### src/rtl/gnn_pkg.sv
// Shared constants, packed lane types and FSM state encoding for the GNN
// node scheduler.
package gnn_pkg;

   localparam int N_NODES = 4;
   localparam int LANES   = 4;
   localparam int NODE_W  = 2;
   localparam int FEAT_W  = 7;
   localparam int Z_W     = 13;
   localparam int A_W     = 15;
   localparam int OUT_W   = 21;

   typedef logic [NODE_W-1:0]            node_t;
   typedef logic [LANES-1:0][FEAT_W-1:0] feat_vec_t;
   typedef logic [LANES-1:0][Z_W-1:0]    z_vec_t;
   typedef logic [LANES-1:0][A_W-1:0]    a_vec_t;
   typedef logic [1:0][OUT_W-1:0]        out_pair_t;

   typedef enum logic [2:0] {
      IDLE,
      LOAD,
      L1_ISSUE,
      L1_WAIT,
      AGG,
      L2_ISSUE,
      L2_WAIT,
      EMIT
   } state_t;

endpackage

### src/rtl/gnn_sched_if.sv
// Control, feature, datapath and result signals of the scheduler; the
// scheduler is the slave, its environment (host + datapath) the master.
interface gnn_sched_if;
   import gnn_pkg::*;

   logic      start;
   logic [15:0] adj;
   logic      busy;
   logic      done;
   logic      feat_valid;
   logic      feat_ready;
   feat_vec_t feat_data;
   feat_vec_t dnn_x;
   logic      dnn_in_ready;
   z_vec_t    dnn_z;
   a_vec_t    dnn_a;
   out_pair_t dnn_out;
   logic      dnn_out_ready;
   logic      res_valid;
   logic      res_ready;
   node_t     res_node;
   out_pair_t res_out;

   modport slave (
      input  start, adj, feat_valid, feat_data, dnn_z, dnn_out, dnn_out_ready, res_ready,
      output busy, done, feat_ready, dnn_x, dnn_in_ready, dnn_a, res_valid, res_node, res_out
   );

   modport master (
      output start, adj, feat_valid, feat_data, dnn_z, dnn_out, dnn_out_ready, res_ready,
      input  busy, done, feat_ready, dnn_x, dnn_in_ready, dnn_a, res_valid, res_node, res_out
   );

endinterface

### src/rtl/gnn_agg_unit.sv
// Four-lane neighbour accumulator: sum is the running total including this
// cycle's contribution, so the caller can store a finished row without delay.
module gnn_agg_unit
   import gnn_pkg::*;
(
   input  logic   clk,
   input  logic   rst_n,
   input  logic   clear,
   input  logic   en,
   input  z_vec_t z_in,
   output a_vec_t sum
);

   a_vec_t acc;

   // NOTE: every combinational output gets a default first, so no path can infer a latch.
   always_comb begin
      sum = '0;
      for (int k = 0; k < LANES; k++) begin
         sum[k] = (clear ? '0 : acc[k]) + (en ? A_W'(z_in[k]) : '0);
      end
   end

   always_ff @(posedge clk or negedge rst_n) begin
      if (!rst_n) acc <= '0;
      else        acc <= sum;
   end

endmodule

### src/rtl/gnn_sched.sv
// Sequences one 4-node GNN run: feature load, layer-1 issue per node,
// adjacency aggregation, layer-2 issue per node and result emission.
module gnn_sched
   import gnn_pkg::*;
#(
   parameter int N_NODES = gnn_pkg::N_NODES,
   parameter int L1_LAT  = 2
) (
   input  logic       clk,
   input  logic       rst_n,
   gnn_sched_if.slave bus
);

   localparam node_t      LAST_NODE = NODE_W'(N_NODES - 1);
   localparam logic [7:0] WAIT_LAST = 8'(L1_LAT - 1);

   state_t      state;
   node_t       node;
   logic [7:0]  wait_cnt;
   logic [3:0]  agg_idx;
   logic [15:0] adj_q;

   feat_vec_t feat_buf [N_NODES];
   z_vec_t    z_buf    [N_NODES];
   a_vec_t    acc_buf  [N_NODES];

   node_t  agg_i, agg_j;
   logic   agg_clear, agg_en, agg_store;
   a_vec_t agg_sum;

   // agg_idx walks {i,j}, which is also the bit position of adj[i*4+j].
   assign agg_i     = agg_idx[3:2];
   assign agg_j     = agg_idx[1:0];
   assign agg_clear = (state == AGG) && (agg_j == 2'd0);
   assign agg_en    = (state == AGG) && adj_q[agg_idx];
   assign agg_store = (state == AGG) && (agg_j == 2'd3);

   gnn_agg_unit u_agg (
      .clk   (clk),
      .rst_n (rst_n),
      .clear (agg_clear),
      .en    (agg_en),
      .z_in  (z_buf[agg_j]),
      .sum   (agg_sum)
   );

   // NOTE: data buffers carry no reset; each slot is written before it is read within a run.
   always_ff @(posedge clk) begin
      if (state == LOAD && bus.feat_valid && bus.feat_ready) feat_buf[node] <= bus.feat_data;
      if (state == L1_WAIT && wait_cnt == WAIT_LAST)          z_buf[node]    <= bus.dnn_z;
      if (agg_store)                                           acc_buf[agg_i] <= agg_sum;
   end

   // NOTE: all state and registered outputs use non-blocking assignments so they sample pre-edge values.
   always_ff @(posedge clk or negedge rst_n) begin
      if (!rst_n) begin
         state            <= IDLE;
         node             <= '0;
         wait_cnt         <= '0;
         agg_idx          <= '0;
         adj_q            <= '0;
         bus.busy         <= 1'b0;
         bus.done         <= 1'b0;
         bus.feat_ready   <= 1'b0;
         bus.dnn_in_ready <= 1'b0;
         bus.res_valid    <= 1'b0;
         bus.dnn_x        <= '0;
         bus.dnn_a        <= '0;
         bus.res_out      <= '0;
         bus.res_node     <= '0;
      end else begin
         bus.done         <= 1'b0;
         bus.dnn_in_ready <= 1'b0;
         unique case (state)
            IDLE: if (bus.start) begin
               adj_q          <= bus.adj;
               bus.busy       <= 1'b1;
               bus.feat_ready <= 1'b1;
               node           <= '0;
               state          <= LOAD;
            end
            LOAD: if (bus.feat_valid && bus.feat_ready) begin
               if (node == LAST_NODE) begin
                  bus.feat_ready   <= 1'b0;
                  node             <= '0;
                  bus.dnn_x        <= feat_buf[0];
                  bus.dnn_in_ready <= 1'b1;
                  state            <= L1_ISSUE;
               end else begin
                  node <= node + 1'b1;
               end
            end
            L1_ISSUE: begin
               wait_cnt <= '0;
               state    <= L1_WAIT;
            end
            L1_WAIT: if (wait_cnt == WAIT_LAST) begin
               if (node == LAST_NODE) begin
                  node    <= '0;
                  agg_idx <= '0;
                  state   <= AGG;
               end else begin
                  node             <= node + 1'b1;
                  bus.dnn_x        <= feat_buf[node + 1'b1];
                  bus.dnn_in_ready <= 1'b1;
                  state            <= L1_ISSUE;
               end
            end else begin
               wait_cnt <= wait_cnt + 1'b1;
            end
            AGG: begin
               agg_idx <= agg_idx + 1'b1;
               if (agg_idx == 4'd15) begin
                  bus.dnn_a        <= acc_buf[0];
                  bus.dnn_in_ready <= 1'b1;
                  state            <= L2_ISSUE;
               end
            end
            L2_ISSUE: state <= L2_WAIT;
            L2_WAIT: if (bus.dnn_out_ready) begin
               bus.res_out   <= bus.dnn_out;
               bus.res_node  <= node;
               bus.res_valid <= 1'b1;
               state         <= EMIT;
            end
            EMIT: if (bus.res_ready) begin
               bus.res_valid <= 1'b0;
               if (node == LAST_NODE) begin
                  bus.done <= 1'b1;
                  bus.busy <= 1'b0;
                  node     <= '0;
                  state    <= IDLE;
               end else begin
                  node             <= node + 1'b1;
                  bus.dnn_a        <= acc_buf[node + 1'b1];
                  bus.dnn_in_ready <= 1'b1;
                  state            <= L2_ISSUE;
               end
            end
            default: state <= IDLE;
         endcase
      end
   end

endmodule

### src/flat_wrapper.sv
// flat-port wrapper written by rule: the top's interface ports become plain ports
module gnn_sched_flat import gnn_pkg::*;
#(
   parameter int N_NODES = gnn_pkg::N_NODES,
   parameter int L1_LAT  = 2
)
  (clk, rst_n, bus_start, bus_adj, bus_feat_valid, bus_feat_data, bus_dnn_z, bus_dnn_out, bus_dnn_out_ready, bus_res_ready, bus_busy, bus_done, bus_feat_ready, bus_dnn_x, bus_dnn_in_ready, bus_dnn_a, bus_res_valid, bus_res_node, bus_res_out);
  gnn_sched_if bus_i ();
  input  logic clk;
  input  logic rst_n;
  input wire logic [$bits(bus_i.start)-1:0] bus_start;
  input wire logic [$bits(bus_i.adj)-1:0] bus_adj;
  input wire logic [$bits(bus_i.feat_valid)-1:0] bus_feat_valid;
  input wire logic [$bits(bus_i.feat_data)-1:0] bus_feat_data;
  input wire logic [$bits(bus_i.dnn_z)-1:0] bus_dnn_z;
  input wire logic [$bits(bus_i.dnn_out)-1:0] bus_dnn_out;
  input wire logic [$bits(bus_i.dnn_out_ready)-1:0] bus_dnn_out_ready;
  input wire logic [$bits(bus_i.res_ready)-1:0] bus_res_ready;
  output wire logic [$bits(bus_i.busy)-1:0] bus_busy;
  output wire logic [$bits(bus_i.done)-1:0] bus_done;
  output wire logic [$bits(bus_i.feat_ready)-1:0] bus_feat_ready;
  output wire logic [$bits(bus_i.dnn_x)-1:0] bus_dnn_x;
  output wire logic [$bits(bus_i.dnn_in_ready)-1:0] bus_dnn_in_ready;
  output wire logic [$bits(bus_i.dnn_a)-1:0] bus_dnn_a;
  output wire logic [$bits(bus_i.res_valid)-1:0] bus_res_valid;
  output wire logic [$bits(bus_i.res_node)-1:0] bus_res_node;
  output wire logic [$bits(bus_i.res_out)-1:0] bus_res_out;
  assign bus_i.start = bus_start;
  assign bus_i.adj = bus_adj;
  assign bus_i.feat_valid = bus_feat_valid;
  assign bus_i.feat_data = bus_feat_data;
  assign bus_i.dnn_z = bus_dnn_z;
  assign bus_i.dnn_out = bus_dnn_out;
  assign bus_i.dnn_out_ready = bus_dnn_out_ready;
  assign bus_i.res_ready = bus_res_ready;
  assign bus_busy = bus_i.busy;
  assign bus_done = bus_i.done;
  assign bus_feat_ready = bus_i.feat_ready;
  assign bus_dnn_x = bus_i.dnn_x;
  assign bus_dnn_in_ready = bus_i.dnn_in_ready;
  assign bus_dnn_a = bus_i.dnn_a;
  assign bus_res_valid = bus_i.res_valid;
  assign bus_res_node = bus_i.res_node;
  assign bus_res_out = bus_i.res_out;
  gnn_sched #(.N_NODES(N_NODES), .L1_LAT(L1_LAT)) u_core (.clk(clk), .rst_n(rst_n), .bus(bus_i));
endmodule
### config.mk
export PLATFORM = sky130hd
export DESIGN_NAME = gnn_sched_flat
export DESIGN_NICKNAME = d
export VERILOG_FILES = /design/src/rtl/gnn_pkg.sv /design/src/rtl/gnn_sched_if.sv /design/src/rtl/gnn_agg_unit.sv /design/src/rtl/gnn_sched.sv /design/src/flat_wrapper.sv
export SDC_FILE = /design/constraint.sdc
export NUM_CORES = 1
export LEC_CHECK = 0
export BUFFER_PORTS_ARGS = -buffer_cell sky130_fd_sc_hd__buf_4
export CAP_MARGIN = 0
export CORE_MARGIN = 5
export CORE_UTILIZATION = 59
export DETAILED_ROUTE_END_ITERATION = 6
export MAX_ROUTING_LAYER = met4
export PLACE_DENSITY_LB_ADDON = 0.08
export SLEW_MARGIN = 20
export SYNTH_ARGS = -nofsm -noshare
export SYNTH_HDL_FRONTEND = slang
export SYNTH_SLANG_ARGS = --single-unit
### constraint.sdc
create_clock -name clk -period 9.4 [get_ports clk]
set_input_delay 1.41 -clock clk [delete_from_list [all_inputs] [get_ports clk]]
set_output_delay 1.41 -clock clk [all_outputs]
set_load 0.02 [all_outputs]
# Word level (Yosys, flattened, before mapping)
# Memories as Yosys holds them, arrays and structs flattened.
# Cells that the tools add are included.
[totals]
reg_bits = 230
ramBits = 560
inputBits = 144
output_inout_bits = 137
word_cells = 151
memories = 3
[classes]
add_sub_neg = 7
n_lt_le_gt_ge = 1
eq_ne = 23
muxes = 64
reduce_logical = 28
[memory_table]
columns = ["memory", "words", "word_bits", "read_ports", "rd_clocked_by_memory_dff", "write_ports", "line", "text"]
rows = [
  ["u_core.acc_buf", 4, 60, 2, 0, 1, "gnn_sched.sv:25", "a_vec_t acc_buf [N_NODES];"],
  ["u_core.z_buf", 4, 52, 1, 0, 1, "gnn_sched.sv:24", "z_vec_t z_buf [N_NODES];"],
  ["u_core.feat_buf", 4, 28, 2, 0, 1, "gnn_sched.sv:23", "feat_vec_t feat_buf [N_NODES];"],
]
[ops]
columns = ["cell", "n"]
rows = [
  ["two-way mux 60 bit", 3],
  ["case mux 60 bit (2 select lines)", 1],
  ["two-way mux 28 bit", 4],
  ["adder 15 x 13 -> 15 bit", 4],
  ["two-way mux 15 bit", 4],
  ["case mux 28 bit (2 select lines)", 1],
  ["two-way mux 13 bit", 4],
  ["two-way mux 3 bit", 9],
  ["case mux 3 bit (8 select lines)", 1],
  ["inequality test 2 bit (second input constant)", 11],
  ["two-way mux 1 bit", 21],
  ["case mux 8 bit (2 select lines)", 1],
  ["nonzero test 2 bit", 7],
  ["equality test 3 bit (second input constant)", 4],
  ["AND reduction 4 bit", 3],
  ["two-way mux 2 bit", 5],
  ["AND reduction 5 bit", 2],
  ["adder 8 x 1 -> 8 bit (second input constant)", 1],
  ["equality test 8 x 1 -> 1 bit (second input constant)", 1],
  ["two-way mux 4 bit", 2],
  ["two-way mux 8 bit", 1],
  ["case mux 2 bit (4 select lines)", 1],
  ["case mux 4 bit (2 select lines)", 1],
  ["logical AND 1 bit", 7],
  ["17 further kinds", 24],
]

# Logic depth before layout (Yosys ltp)
# Gate-level depths: netlist (run 1).
[depth]
word_depth = 5
mapped_depth = 17
ltp_nobuf = 14

# By module
# A second synthesis (run 1) with hierarchy kept.
[hier_totals]
hier_cells = 1989
hier_area_um2 = 32172.1
[by_module_without_submodules]
columns = ["module", "n_inst", "cells_each", "area_per_inst_um2"]
rows = [
  ["gnn_sched", 1, 1489, 27498.9],
  ["gnn_agg_unit", 1, 500, 4673.2],
]

# Least setup slack after synthesis (run 1)
# OpenSTA, ideal clock, no wires.
[synth_path]
path_kind = "reg2reg"
start = "reg u_core.agg_idx[0]"
end = "reg u_core.bus.dnn_a[0]"
arrival_time_ps = 7553
required_time_ps = 9267
setup_slack_ps = 1714
stages_incl_launch_ff = 9
n_path_buf = 2
synth_period_minus_slack_ps = 7686
cell_sequence = "dfrtp_1 -> ha_1 -> nand3_1 -> nor4_1 -> o22ai_1 -> clkbuf_1 -> clkbuf_1 -> nand2_1 -> o21ai_0"
[synth_via]
elab_chain_cells = 3
[synth_rtl]
columns = ["item", "line", "text"]
rows = [
  ["start, declared", "gnn_sched.sv:20", "logic [3:0] agg_idx;"],
  ["start signal, assigned", "gnn_sched.sv:112", "agg_idx <= agg_idx + 1'b1;"],
  ["equality test 4 bit", "gnn_sched.sv:113", "if (agg_idx == 4'd15) begin"],
  ["inequality test 2 bit (no source line)", "--", ""],
  ["AND reduction 4 bit (no source line)", "--", ""],
  ["end signal, assigned", "gnn_sched.sv:114", "bus.dnn_a <= acc_buf[0];"],
  ["end signal, assigned", "gnn_sched.sv:135", "bus.dnn_a <= acc_buf[node + 1'b1];"],
  ["end, declared", "gnn_sched_if.sv:26", "output busy, done, feat_ready, dnn_x, dnn_in_ready, dnn_a, res_valid, res_node, res_out"],
]
# Every way passes these cells.
# A chain may end at the register's enable or synchronous reset.

==> reports/qor.yml, run 1 <==
status: "complete, but fails checks"
violations: "design-rule violations"
firstDrtPassIters: 7
synth_area_sq_um: 32300
syn2layout_area_growth_pct: 16.7
gp_congestion: 0.837
clk_pin_slew_ns: 0.06
nets: 2594
critPathCaptureType: "flop"
ctsRootBufferMaster: "clkbuf_16"
wire_per_inst_um: 22.6
wl_um: 71300
layout.cells.non_filler: 3152
synth_cell_types: 65
io_pins: 281
grt_pass1_vias: 19300
fin_total_pwr_uw: 11600
wl_met1_um: 30600
ant_nets: 0
antenna_found_initial: 5
ys_dominant_reg_cell: "edfxtp_1"
path_cells: "buf_4, inv_1, ha_1, nand2_1, buf_4, and2_1, ha_1, inv_1, fa_1, nor2b_1, o31a_1, o21ai_0, a21oi_1, a21oi_1, a311oi_1"
vias_per_cell: 5.91
finalClockSkew_ns: 0.0243
htreeDepth: 3
synth_area_leader_cell: "edfxtp_1"
postCtsHoldBufs: 0
syn_avg_cell_area_sq_um: 15.4
synth_fp_nets: 2310
hp-class: "flop to flop"
clk_latency_ns: 0.63
fin_tns_setup_ns: 0
vias: 18600
dieArea_sq_um: 59500
layout_common_cells: "edfxtp_1 (560), buf_4 (303), dfrtp_1 (226)"
grt_max_degree: 112
syn-instance-count: 2102
vdd_ir_drop_max_mv: 0.192
rsz0062_at_grt: "no"
arrival_ns: 5.39
cpMaxStageDelayCell: "dfrtp_2"
place_area_sq_um: 35100
cts_buffer_depth: 3
synth_edf_count: 560
fp.coreArea_sq_um: 54000
grt_overflow: 0
dr_wl_met3_um: 4060
cts_sinks: 790
crit_fanout: 61
leakage_uw: 0.0145
seq_area_frac_synth: 0.699
die_height_um: 244
crit_buf_inv: 4
drc_errors: 14
finalMaxSlewViolations: 0
start_kind: "flop"
num_rows: 85
fillCellCount: 3624
cts_setup_buffers: 0
setup_violations: 0
ctsResizeCount: 0
routed.top_layer: "met4"
cp.required_ns: 9.73
crit_family: "buffers and inverters"
drive_gt1_frac: 0.245
place_inst: 2997
crit_type: "flop to flop"
design_area_sq_um: 37700
ys_seq_elements: 790
cts_buffers: 80
relSlewSlack: 0.290
fin_crit_sh: 0.538
start_util: 0.597
cts_tree: "done"
netlist.area_leader.share: 0.521
fin_crit_ns: 5.06
first_iter_violations: 1600
io_buffers: 280
max_stage_delay_ns: 0.79
worst_slew_pin_slew_ns: 1.06
max_freq_ghz: 0.198
hold_viol: 0
async_flop_share: 0.291
dr_wl_met2_um: 35200
hold_ws_ns: 0.480
cellPowerDensity_nw_per_um2: 308
hpwl_um: 42800
synth.area.top_cells: "edfxtp_1 (52%), dfrtp_1 (18%), mux4_2 (5.7%)"
track_usage: 0.247
die_w_um: 244
final_common_cell: "edfxtp_1"
maxCapViolations: 0
grt_pass1_wl_um: 112000
synth_warnings: 0
[metrics by stage]
| step | util | setup slack, ns |
|---|---|---|
| finish | 0.697 | 4.34 |
| global route | 0.697 | 3.92 |
| CTS | 0.696 | 4.35 |
| detailed placement | 0.650 | 4.38 |
| global placement | 0.650 | 4.53 |
| floorplan | - | 1.71 |
[flip-flops by register name, summed over array words and instances, names as in the netlist, 2 cells and up]
register,cells
u_core.bus.dnn_x,28
u_core.node,2
u_core.u_agg.acc,60
u_core.z_buf,208
u_core.bus.res_node,2
u_core.adj_q,16
u_core.wait_cnt,8
u_core.bus.dnn_a,60
u_core.bus.res_out,42
u_core.acc_buf,240
u_core.feat_buf,112
u_core.agg_idx,4
u_core.state,3
[routing by layer]
layer / vias to the layer above / track usage
li1: 8509 / -
met4: 0 / 0.0591
met2: 583 / 0.401
met3: 101 / 0.0480
met5: - / -
met1: 9440 / 0.332
[power by group]
part	switching, uW	total, uW	internal (uW)
clock network	1290	3040	1760
registers	357	4780	4420
logic	2210	3770	1560
[area by class of cell]
type	instances	area [sq um]	area share
timing repair buffer	307	2340	0.0621
clock inverter	26	249	0.00661
inverter	28	105	0.00279
clock buffer	121	2270	0.0602
tap	696	871	0.0231
antenna	5	12.5	0.000332
multi-input combinational	1179	9250	0.246
sequential	790	22600	0.599
[cell usage after synthesis, types with 13 or more instances]
master	count
nand3_1	13
o22ai_1	62
ha_1	60
xnor2_1	31
xor2_1	17
nand2_1	111
mux2_2	62
edfxtp_1	560
nor2b_1	89
clkbuf_1	61
and2_1	56
mux4_2	81
o21ai_0	97
a21o_1	20
buf_2	27
inv_1	26
nor2_1	129
dfrtp_1	230
a21oi_1	141
mux2i_1	66
[path summary, 6_finish.rpt]
kind / start / endpoint / slack [ns] / depth (start not counted)
min: u_core.bus.dnn_a[3] / u_core.bus.dnn_a[3] / 0.48 / 2
max reg2reg: u_core.agg_idx[1] / u_core.acc_buf[2][57] / 4.34 / 15
max: u_core.agg_idx[1] / u_core.acc_buf[2][57] / 4.34 / 15
max in group asynchronous: rst_n / u_core.u_agg.acc[50] / 7.13 / 3
min in group asynchronous: rst_n / u_core.bus.dnn_x[7] / 0.88 / 1
min reg2reg: u_core.bus.dnn_a[3] / u_core.bus.dnn_a[3] / 0.48 / 2
[cells by family (layout without fill, tap and decap cells)]
| group | after synthesis | count (layout) | share of synthesized area |
|---|---|---|---|
| adder cells (fa/ha/maj) | 64 | 64 | 0.0257 |
| AND/OR/NAND/NOR | 455 | 455 | 0.0698 |
| other | 0 | 5 | 0 |
| XOR/XNOR | 48 | 48 | 0.0130 |
| buffers and inverters | 133 | 482 | 0.0177 |
| AO/OA/AOI/OAI | 403 | 403 | 0.0759 |
| multiplexers | 209 | 209 | 0.0986 |
| flip-flops | 790 | 790 | 0.699 |
[worst register-to-register path: stages (launching register included)]
cell and delay (ns):
dfrtp_2 0.79, buf_4 0.62, inv_1 0.13, ha_1 0.22, nand2_1 0.06, buf_4 0.54
and2_1 0.26, ha_1 0.19, inv_1 0.08, fa_1 0.46, nor2b_1 0.16, o31a_1 0.15
o21ai_0 0.14, a21oi_1 0.36, a21oi_1 0.12, a311oi_1 0.52
Note: power is estimated with default switching activity, not from simulation.
==> inputs of run 2 (changes only) <==
--- a/config.mk
+++ b/config.mk
@@ -8,7 +8,7 @@
 export BUFFER_PORTS_ARGS = -buffer_cell sky130_fd_sc_hd__buf_4
 export CAP_MARGIN = 0
 export CORE_MARGIN = 5
-export CORE_UTILIZATION = 59
+export CORE_UTILIZATION = 54
 export DETAILED_ROUTE_END_ITERATION = 6
 export MAX_ROUTING_LAYER = met4
 export PLACE_DENSITY_LB_ADDON = 0.08
==> constraint.sdc (replaced) <==
create_clock -name clk -period 4.2 [get_ports clk]
set_input_delay 0.63 -clock clk [delete_from_list [all_inputs] [get_ports clk]]
set_output_delay 0.63 -clock clk [all_outputs]
set_load 0.02 [all_outputs]
==> reports/qor.yml, run 2 (synthesized netlist as in run 1, its figures left out) <==
crit_family: "compound AO/OA/AOI/OAI gates"
grt_pass1_vias: 19100
finalClockSkew_ns: 0.0168
pre_cts_ws_ns: 0.193
vdd_ir_drop_max_mv: 0.537
relSlewSlack: 0.276
gp_congestion: 0.848
cp_common_cell: "nor2b_1"
cts_tree: "done"
io_buffers: 280
maxCapViolations: 0
max_freq_ghz: 0.253
start_kind: "flop"
power_frac_clock: 0.270
setup_violations: 0
grt_overflow: 0
critical_path_depth: 14
drive_gt1_frac: 0.255
switching_share: 0.324
cpMaxStageDelayCell: "mux4_2"
finalMaxSlewViolations: 0
firstDrtPassIters: 5
ctsRootBufferMaster: "clkbuf_16"
first_iter_violations: 1178
rsz0062_at_grt: "no"
worst_slew_pin_slew_ns: 1.08
ant_nets: 0
crit_buf_inv: 2
switchingPower_uw: 8490
io_pins: 281
leakage_uw: 0.0147
fp.coreArea_sq_um: 59100
status: "finished, final reports clean"
cp.required_ns: 4.60
p_int_uw: 17700
wire_per_inst_um: 21.7
layout_common_cells: "edfxtp_1 (560), buf_4 (312), dfrtp_1 (226)"
fin_crit_ns: 3.96
final_common_cell: "edfxtp_1"
antenna_found_initial: 10
vias: 18600
dieArea_sq_um: 64800
hpwl_um: 43400
clk_latency_ns: 0.61
hold_viol: 0
top_regs: "u_core.acc_buf (240), u_core.z_buf (208), u_core.feat_buf (112)"
hp-class: "input port to async pin"
critPathCaptureType: "flop"
cellPowerDensity_nw_per_um2: 686
multiInputGateArea_sq_um: 9260
nets: 2614
arrival_ns: 4.36
largest_register: "u_core.acc_buf"
path_cells: "mux4_2, mux2_2, o211ai_4, buf_12, nor2b_1, ha_1, inv_1, fa_1, nor2b_1, o21a_1, a311o_1, o211a_1, o211ai_1, mux2i_2"
fin_crit_sh: 0.942
vias_per_cell: 5.70
num_rows: 89
cts_buffer_depth: 3
largest_reg_flops: 240
fillCellCount: 4275
seqCellArea_sq_um: 22600
track_usage: 0.225
start_util: 0.546
max_stage_delay_ns: 0.51
power_frac_comb: 0.330
htreeDepth: 3
reg2reg_depth: 14
cts_sinks: 790
grt_pass1_wl_um: 110000
crit_type: "flop to flop"
seq_power_share: 0.400
die_height_um: 254
fin_total_pwr_uw: 26200
die_w_um: 254
postCtsHoldBufs: 0
clk_pin_slew_ns: 0.06
grt_max_degree: 110
wl_um: 70700
cts_buffers: 81
drc_errors: 0
syn2layout_area_growth_pct: 18.4
setup_slack_ns: 0.243
crit_fanout: 17
==> run 2: cell count changes in the layout (fill, tap and decap cells not counted), sizes merged <==
cell    change
bufinv      +3
clkbuf      -2
inv         -1
clkinv      +2
buf        +19
diode       +5
==> run 2: layout make-up <==
type	count	share of cell area
Sequential cell	790	0.591
Multi-Input combinational cell	1179	0.242
Timing Repair Buffer	326	0.0685
Clock buffer	119	0.0611
Tap cell	773	0.0253
Clock inverter	30	0.00835
Inverter	28	0.00275
Antenna cell	10	0.000655
==> run 2: routing by layer <==
metal  vias up  GRT usage  wire (um)
met3       112     0.0466       4340
met1      9424      0.298      30300
met5         -          -          0
met4         0     0.0568       1510
li1       8563          -          -
met2       465      0.365      34600
==> run 2: timing repair <==
item / 4_1_cts / 5_1_grt
resized for setup: 0 / 4
buffers inserted: 0 / 1
endpoints found under the setup margin: 0 / 25
==> run 2: power by group through the flow <==
stage / clock network, uW / registers, uW / logic, uW
finish: 7090 / 10500 / 8650
detailed placement: 0 / 10600 / 8740
floorplan: 0 / 11300 / 5010
CTS: 7240 / 10500 / 8760
global placement: 0 / 10600 / 8600
global route: 7580 / 10600 / 9440
==> run 2: path summary, 6_finish.rpt <==
kind                                               to                  from  slack, ns
worst max-delay path            u_core.acc_buf[1][29]     u_core.agg_idx[0]       0.24
worst min-delay path             u_core.bus.dnn_x[19]                 rst_n       0.10
worst max register to register  u_core.acc_buf[1][29]     u_core.agg_idx[0]       0.24
worst min register to register   u_core.bus.dnn_a[53]  u_core.bus.dnn_a[53]       0.48
max in group asynchronous        u_core.u_agg.acc[28]                 rst_n       3.00
min in group clk                   u_core.z_buf[2][8]          bus_dnn_z[8]       0.22
==> run 2: worst reg2reg max path, stage by stage (launching register included) <==
cell and delay, ns:
dfrtp_4 0.47, mux4_2 0.51, mux2_2 0.30, o211ai_4 0.22, buf_12 0.19, nor2b_1 0.07, ha_1 0.21, inv_1 0.09
fa_1 0.21, nor2b_1 0.06, o21a_1 0.18, a311o_1 0.40, o211a_1 0.29, o211ai_1 0.23, mux2i_2 0.33
==> run 2: per-stage QoR <==
step / area (sq um) / hold slack (ns) / TNS [ns] / cells / utilization
after floorplan: 32300 / 0.334 / -379.25 / 2102 / -
final: 38200 / 0.103 / 0 / 3255 / 0.646
after global routing: 38200 / 0.155 / 0 / 3255 / 0.646
after CTS: 38200 / 0.132 / 0 / 3244 / 0.645
after global placement: 35500 / 0.466 / 0 / 3095 / 0.600
after detailed placement: 35500 / 0.474 / 0 / 3095 / 0.600
==> inputs of run 3 (changes only) <==
--- a/config.mk
+++ b/config.mk
@@ -9,9 +9,11 @@
 export CAP_MARGIN = 0
 export CORE_MARGIN = 5
 export CORE_UTILIZATION = 54
+export CTS_BUF_LIST = sky130_fd_sc_hd__clkbuf_8 sky130_fd_sc_hd__clkbuf_16
 export DETAILED_ROUTE_END_ITERATION = 6
 export MAX_ROUTING_LAYER = met4
 export PLACE_DENSITY_LB_ADDON = 0.08
+export RECOVER_POWER = 100
 export SLEW_MARGIN = 20
 export SYNTH_ARGS = -nofsm -noshare
 export SYNTH_HDL_FRONTEND = slang
==> reports/qor.yml, run 3 (synthesized netlist as in run 1, its figures left out) <==
syn2layout_area_growth_pct: 15.2
arrival_ns: 4.37
critPathCaptureType: "flop"
gp_congestion: 0.848
layout_common_cells: "edfxtp_1 (560), dfrtp_1 (226), clkbuf_1 (222)"
setup_slack_ns: 0.231
dieArea_sq_um: 64800
cp_common_cell: "nor2b_1"
antenna_found_initial: 12
hold_depth: 2
leakage_uw: 0.0140
fin_crit_sh: 0.945
relSlewSlack: -0.997
power_frac_comb: 0.315
fin_tns_setup_ns: 0
start_kind: "flop"
path_cells: "mux4_2, mux2_2, o211ai_4, buf_12, nor2b_1, ha_1, inv_1, fa_1, nor2b_1, o21a_1, a311o_1, o211a_1, o211ai_1, mux2i_2"
clk_pin_slew_ns: 0.06
holdPathEnd: "u_core.bus.res_out[9]"
vdd_ir_drop_max_mv: 0.535
fin_crit_ns: 3.97
grt_overflow: 0
reg2reg_depth: 14
p_int_uw: 17100
design_area_sq_um: 37200
die_height_um: 254
setup_violations: 0
fillCellCount: 4520
place_area_sq_um: 35500
clk_latency_ns: 0.61
seq_power_share: 0.410
top_regs: "u_core.acc_buf (240), u_core.z_buf (208), u_core.feat_buf (112)"
drive_gt1_frac: 0.161
ant_nets: 0
worst_slew_pin_slew_ns: 3.00
finalClockSkew_ns: 0.0215
rsz0062_at_grt: "no"
first_iter_violations: 1162
cts_buffer_depth: 3
worstReg2RegStart: "u_core.agg_idx[0]"
grt_pass1_wl_um: 110000
cts_tree: "done"
wl_um: 71000
hp-start: "bus_dnn_out[9]"
num_rows: 89
fp.coreArea_sq_um: 59100
largest_register: "u_core.acc_buf"
cpMaxStageDelayCell: "mux4_2"
ff2ff_setup_slack_ns: 0.23
max_stage_delay_ns: 0.51
grt_pass1_vias: 19100
hpwl_um: 43400
max_freq_ghz: 0.252
pre_cts_ws_ns: 0.193
hold_viol: 0
htreeDepth: 3
final_core_util: 0.629
power_frac_clock: 0.275
hp-class: "input port to flop"
firstDrtPassIters: 7
cellPowerDensity_nw_per_um2: 687
layout.cells.non_filler: 3257
io_buffers: 280
crit_buf_inv: 2
vias: 18600
switchingPower_uw: 8490
cts_sinks: 790
crit_fanout: 17
crit_family: "compound AO/OA/AOI/OAI gates"
die_w_um: 254
ctsRootBufferMaster: "clkbuf_16"
place_inst: 3095
crit_type: "flop to flop"
switching_share: 0.332
cts_buffers: 81
io_pins: 281
drc_errors: 0
status: "complete, but fails checks"
finalMaxSlewViolations: 575
largest_reg_flops: 240
start_util: 0.546
nets: 2614
postCtsHoldBufs: 0
r2r_end: "u_core.acc_buf[1][29]"
maxCapViolations: 10
cp.required_ns: 4.60
track_usage: 0.225
grt_max_degree: 110
vias_per_cell: 5.70
final_common_cell: "edfxtp_1"
wire_per_inst_um: 21.8
violations: "max-capacitance violations, max-slew violations"
==> run 3: cell types whose count changed in the layout (fill, tap and decap cells not counted), sizes merged <==
cell    change
inv        +25
clkbuf    +218
buf       -243
diode       +2
==> run 3: power groups by stage <==
stage | registers (uW) | clock network (uW) | logic (uW)
after floorplan | 11300 | 0 | 5010
after global placement | 10600 | 0 | 8600
after detailed placement | 10600 | 0 | 8740
after CTS | 10500 | 7190 | 8760
after global routing | 10600 | 7530 | 8820
final | 10500 | 7040 | 8050
==> run 3: final cells by class <==
| cell class | count | area, sq um | area share |
|---|---|---|---|
| Clock buffer | 94 | 2240 | 0.0602 |
| Antenna cell | 12 | 30.0 | 0.000808 |
| Timing Repair Buffer | 326 | 1640 | 0.0442 |
| Tap cell | 773 | 967 | 0.0260 |
| Multi-Input combinational cell | 1179 | 9200 | 0.247 |
| Sequential cell | 790 | 22600 | 0.607 |
| Inverter | 28 | 105 | 0.00283 |
| Clock inverter | 55 | 413 | 0.0111 |
==> run 3: per-stage QoR <==
stage / total power (uW) / hold slack [ns]
floorplan: 16300 / 0.334
global placement: 19200 / 0.466
global route: 27000 / 0.227
detailed placement: 19400 / 0.474
CTS: 26400 / 0.132
finish: 25500 / 0.247
==> run 3: timing repair <==
item / CTS / global route
resized for setup: 0 / 4
buffers inserted: 0 / 1
endpoints found under the setup margin: 0 / 25
==> run 3: worst register-to-register path, cell delays in order, from the launching register on <==
cell and delay (ns):
dfrtp_4 0.47, mux4_2 0.51, mux2_2 0.30, o211ai_4 0.22, buf_12 0.19, nor2b_1 0.07, ha_1 0.21, inv_1 0.09
fa_1 0.21, nor2b_1 0.06, o21a_1 0.18, a311o_1 0.40, o211a_1 0.29, o211ai_1 0.23, mux2i_2 0.34
==> run 3: per-layer routing <==
layer  global-route usage  wire, um  vias to the layer above
met5                    -         0                        -
met4               0.0568      1520                        0
met3               0.0466      4200                      114
met2                0.365     34500                      494
met1                0.298     30800                     9380
li1                     -         -                     8571
==> run 3: worst max path at each step <==
| stage | startpoint | slack (ns) | cells past startpoint | to |
|---|---|---|---|---|
| floorplan | u_core.state[1] | -1.86 | 4 | u_core.acc_buf[1][0] |
| global placement | u_core.agg_idx[0] | 0.24 | 14 | u_core.acc_buf[1][29] |
| detailed placement | u_core.agg_idx[0] | 0.19 | 14 | u_core.acc_buf[0][56] |
| CTS | u_core.agg_idx[0] | 0.13 | 14 | u_core.acc_buf[1][29] |
| global route | u_core.agg_idx[0] | 0.003 | 13 | u_core.acc_buf[2][28] |
| finish | u_core.agg_idx[0] | 0.23 | 14 | u_core.acc_buf[1][29] |
